`src/rtl/multi_push_pop_fifo.sv`:
```
// multi_push_pop_fifo
// Circular-buffer FIFO that enqueues and dequeues up to N words per clock.
// Push/pop are word counts; requests beyond what the FIFO can accept or
// supply are silently clipped. The head N words are visible combinationally
// on pop_data so a consumer can look ahead before committing a pop.
module multi_push_pop_fifo #(
  parameter int W = 8,
  parameter int D = 4,
  parameter int N = 4,
  localparam int WN = $clog2(N + 1)
) (
  input  logic                clk,
  input  logic                rst,
  input  logic [WN-1:0]       push,
  input  logic [N-1:0][W-1:0] push_data,
  input  logic [WN-1:0]       pop,
  output logic [N-1:0][W-1:0] pop_data,
  output logic [WN-1:0]       can_push,
  output logic [WN-1:0]       can_pop
);

  localparam int CW = $clog2(D + 1);
  localparam int PW = (D > 1) ? $clog2(D) : 1;
  localparam int unsigned DU = D;
  localparam int unsigned NU = N;

  logic [W-1:0]  mem [D];
  logic [PW-1:0] rd;
  logic [PW-1:0] wr;
  logic [CW-1:0] count;
  logic [WN-1:0] ep;
  logic [WN-1:0] eo;

  // Pointer advance modulo D by repeated conditional subtraction, so any
  // depth works; the loop bound covers offsets up to N-1 past a pointer.
  function automatic logic [PW-1:0] wrap_add(input logic [PW-1:0] base,
                                             input int unsigned off);
    int unsigned s;
    s = 32'(base) + off;
    for (int k = 0; k < N / D + 1; k++) begin
      if (s >= DU) s = s - DU;
    end
    return PW'(s);
  endfunction

  // Acceptance and availability limits derived only from registered count.
  always_comb begin
    int unsigned space;
    int unsigned avail;
    space    = DU - 32'(count);
    avail    = 32'(count);
    can_push = WN'((space > NU) ? NU : space);
    can_pop  = WN'((avail > NU) ? NU : avail);
    ep       = (push > can_push) ? can_push : push;
    eo       = (pop > can_pop) ? can_pop : pop;
  end

  // Head-of-queue view: the i-th oldest word on lane i.
  always_comb begin
    pop_data = '0;
    for (int i = 0; i < N; i++) begin
      pop_data[i] = mem[wrap_add(rd, i)];
    end
  end

  // Storage write; memory is intentionally not cleared on reset.
  always_ff @(posedge clk) begin
    for (int i = 0; i < N; i++) begin
      if (i < int'(ep)) mem[wrap_add(wr, i)] <= push_data[i];
    end
  end

  // Pointer and occupancy update; reset empties the queue immediately.
  always_ff @(posedge clk or negedge rst) begin
    if (!rst) begin
      rd    <= '0;
      wr    <= '0;
      count <= '0;
    end else begin
      wr    <= wrap_add(wr, 32'(ep));
      rd    <= wrap_add(rd, 32'(eo));
      count <= count + CW'(ep) - CW'(eo);
    end
  end

endmodule

```
`config.mk`:
```
export PLATFORM = sky130hd
export DESIGN_NAME = multi_push_pop_fifo
export DESIGN_NICKNAME = d
export VERILOG_FILES = /design/src/rtl/multi_push_pop_fifo.sv
export SDC_FILE = /design/constraint.sdc
export NUM_CORES = 1
export LEC_CHECK = 0
export ABC_CLOCK_PERIOD_IN_PS = 4400
export BUFFER_PORTS_ARGS = -buffer_cell sky130_fd_sc_hd__buf_2
export CAP_MARGIN = 5
export CORE_MARGIN = 10
export CORE_UTILIZATION = 56
export DETAILED_ROUTE_END_ITERATION = 8
export PLACE_DENSITY_LB_ADDON = 0.15
export SLEW_MARGIN = 20
export SYNTH_ARGS = -nofsm -noshare
export SYNTH_HDL_FRONTEND = slang
export SYNTH_SLANG_ARGS = --single-unit
```
`constraint.sdc`:
```
create_clock -name clk -period 4.4 [get_ports clk]
set_input_delay 0.88 -clock clk [delete_from_list [all_inputs] [get_ports clk]]
set_output_delay 0.88 -clock clk [all_outputs]
set_load 0.01 [all_outputs]
```
==> impl_metrics.tcl <==
set metrics [dict create \
    antenna_found_initial 0 \
    critPathKind "flip-flop to flip-flop" \
    ys_seq_elements 39 \
    ys_seq_area_share_pct 31.0 \
    clk_pin_slew_ns 0.07 \
    ctsHoldBuffers 0 \
    cts.sinks 39 \
    die_h_um 101 \
    fmax_mhz 243 \
    async_flop_share_pct 17.9 \
    cap_violations 0 \
    clock-skew-final_ns 0.00270 \
    dr_wl_met3_um 1370 \
    postSynthCellCount 350 \
    vias_per_cell 7.32 \
    synth_edf_count 32 \
    fin_crit_sh_pct 93.4 \
    cts_buffer_depth 2 \
    fillCellCount 520 \
    cts_tree "yes" \
    grt_overflow_total 0 \
    setup_tns_ns 0 \
    ys_warn_count 0 \
    dpl.hpwl_um 8010 \
    drt_iter0_markers 337 \
    diodes 0 \
    highest_layer "met4" \
    syn_area_per_cell_sq_um 10.5 \
    wl_per_cell_um 22.0 \
    drc 0 \
    io_pins 78 \
    track_usage_pct 20.3 \
    whs_ns 0.406 \
    ys.flop_type "edfxtp_1" \
    gp_congestion 0.867 \
    fin_area_sq_um 4210 \
    met2RoutedLength_um 4720 \
    ant_nets 0 \
    start_kind "flip-flop" \
    hold_class "primary input to async pin" \
    fin_nets 463 \
    syn_area_sq_um 3670 \
    grt_setup_unrepaired "no" \
    area_growth_pct 14.6 \
    grt_pass1_wl_um 17200 \
    drv_slew 0 \
    drive_above_1_share_pct 34.9 \
    die_area_sq_um 10200 \
    cts-htree-levels 2 \
    cts_inserted_buffers 5 \
    critPathRequiredTime_ns 4.62 \
    clk-insertion-delay-late_ns 0.29 \
    vias 3588 \
    period_minus_slack_ns 4.11 \
    io_buffers 77 \
    crit_path_end_kind "flip-flop" \
    setup_viol 0 \
    firstDrtPassIters 5 \
    worst_pin_slew_ns 0.877 \
    crit_arrival_ns 4.33 \
    rows 29 \
    synth_cell_types 48 \
    grt_max_degree 34 \
    report.final.hold_viol_count 0 \
    status "completed" \
    m1WireLength_um 4540 \
    syn-num-nets 401 \
    relSlewSlack_pct 41.5 \
    drt-total-wl_um 10800 \
    post_cts_buffers 0 \
    cts-root-buf "clkbuf_8" \
    cp_max_fo 5 \
    initial_core_util_pct 57.8 \
    placed_area_sq_um 4070 \
    grt_pass1_vias 3335 \
    die_x_um 101 \
    core_sq_um 6350 \
]
==> per-stage QoR <==
step	worst slack [ns]	std cells	util, %
6_report	0.290	490	66.2
5_1_grt	0.0703	490	66.2
4_1_cts	0.192	490	66.2
3_5_place_dp	0.232	482	64.0
3_3_place_gp	0.414	482	64.0
2_1_floorplan	0.426	350	-
==> cells in the final DEF (no fill, tap or decap), types with 2 or more instances in the layout <==
cell / count
o221ai_1: 2
nand4_1: 9
inv_1: 13
a31o_2: 3
o32ai_1: 32
dfrtp_1: 5
buf_4: 9
o21ai_0: 43
nor2b_1: 2
fa_1: 2
o21a_1: 3
nor2_1: 11
nand2_1: 11
clkbuf_8: 5
edfxtp_1: 32
nand2b_1: 2
a21o_1: 2
ha_1: 9
o211ai_1: 3
mux2_2: 2
bufinv_16: 2
o2111ai_1: 2
nor2_2: 2
dfrtp_2: 2
buf_2: 77
or2_2: 2
o21ai_1: 2
a31oi_1: 33
xnor2_1: 8
nand3_1: 28
mux4_2: 32
or3_1: 3
a21oi_1: 4
==> synthesized netlist by cell type (all sizes together) (9+ instances only) <==
cell | number | share of area [%]
clkbuf | 19 | 1.9
nand4 | 9 | 1.5
mux4 | 32 | 20
nand3 | 28 | 3.8
nor2 | 13 | 1.4
a31oi | 33 | 5.6
ha | 9 | 3.1
o21ai | 45 | 6.1
inv | 14 | 1.4
nand2 | 11 | 1.1
buf | 12 | 2.3
o32ai | 32 | 7.6
edfxtp | 32 | 26
==> cell families (layout without fill, tap and decap cells) <==
kind of cell,count (synthesis),in the layout,synth area share (%)
flip-flops,39,39,31.0
AO/OA/AOI/OAI,136,136,26.0
adder cells (fa/ha/maj),11,11,4.16
multiplexers,34,34,20.3
XOR/XNOR,9,9,2.15
buffers and inverters,45,108,5.63
AND/OR/NAND/NOR,76,76,10.8
==> critical path: stages, from the launching register on <==
cell	delay (ns)
dfrtp_1	0.45
inv_1	0.11
ha_1	0.24
inv_1	0.06
ha_1	0.34
o21a_1	0.14
nand2_1	0.10
ha_1	0.32
and2_1	0.23
o211ai_1	0.16
and4_1	0.22
nor2_2	0.23
fa_1	0.49
fa_1	0.44
xnor2_1	0.19
xnor2_1	0.16
xnor2_1	0.13
==> final timing paths <==
| kind | startpoint | endpoint | slack [ns] | cells after the start |
|---|---|---|---|---|
| max | count[0] | count[2] | 0.29 | 16 |
| min | rst | count[0] | 0.41 | 1 |
| max reg2reg | count[0] | count[2] | 0.29 | 16 |
| min reg2reg | count[0] | count[0] | 0.66 | 1 |
| max in group asynchronous | rst | rd[1] | 3.82 | 1 |
| min in group clk | count[0] | count[0] | 0.66 | 1 |
==> registers in the layout, summed over array words and instances, names as in the netlist <==
signal	cells
rd	2
wr	2
count	3
mem	32
==> what timing repair did <==
action / CTS / global route
setup endpoints to repair: 0 / 1
hold endpoints to repair: 0 / 0
resized for setup: 0 / 1
==> final cells by class <==
cell class	instances	area [sq um]	share of cell area [%]
Sequential cell	39	1140	27.1
Inverter	14	52.6	1.25
Timing Repair Buffer	86	453	10.8
Clock buffer	5	68.8	1.64
Clock inverter	3	67.6	1.61
Multi-Input combinational cell	266	2330	55.4
Tap cell	77	96.3	2.29
==> layer usage <==
layer	vias up	global-route usage, %
met2	251	29.6
met3	22	5.08
met4	0	4.82
met5	-	0
met1	1724	29.4
li1	1591	-
Power is not shown: default switching activity piles up to over one toggle a cycle in this logic, so the estimate is an artifact.
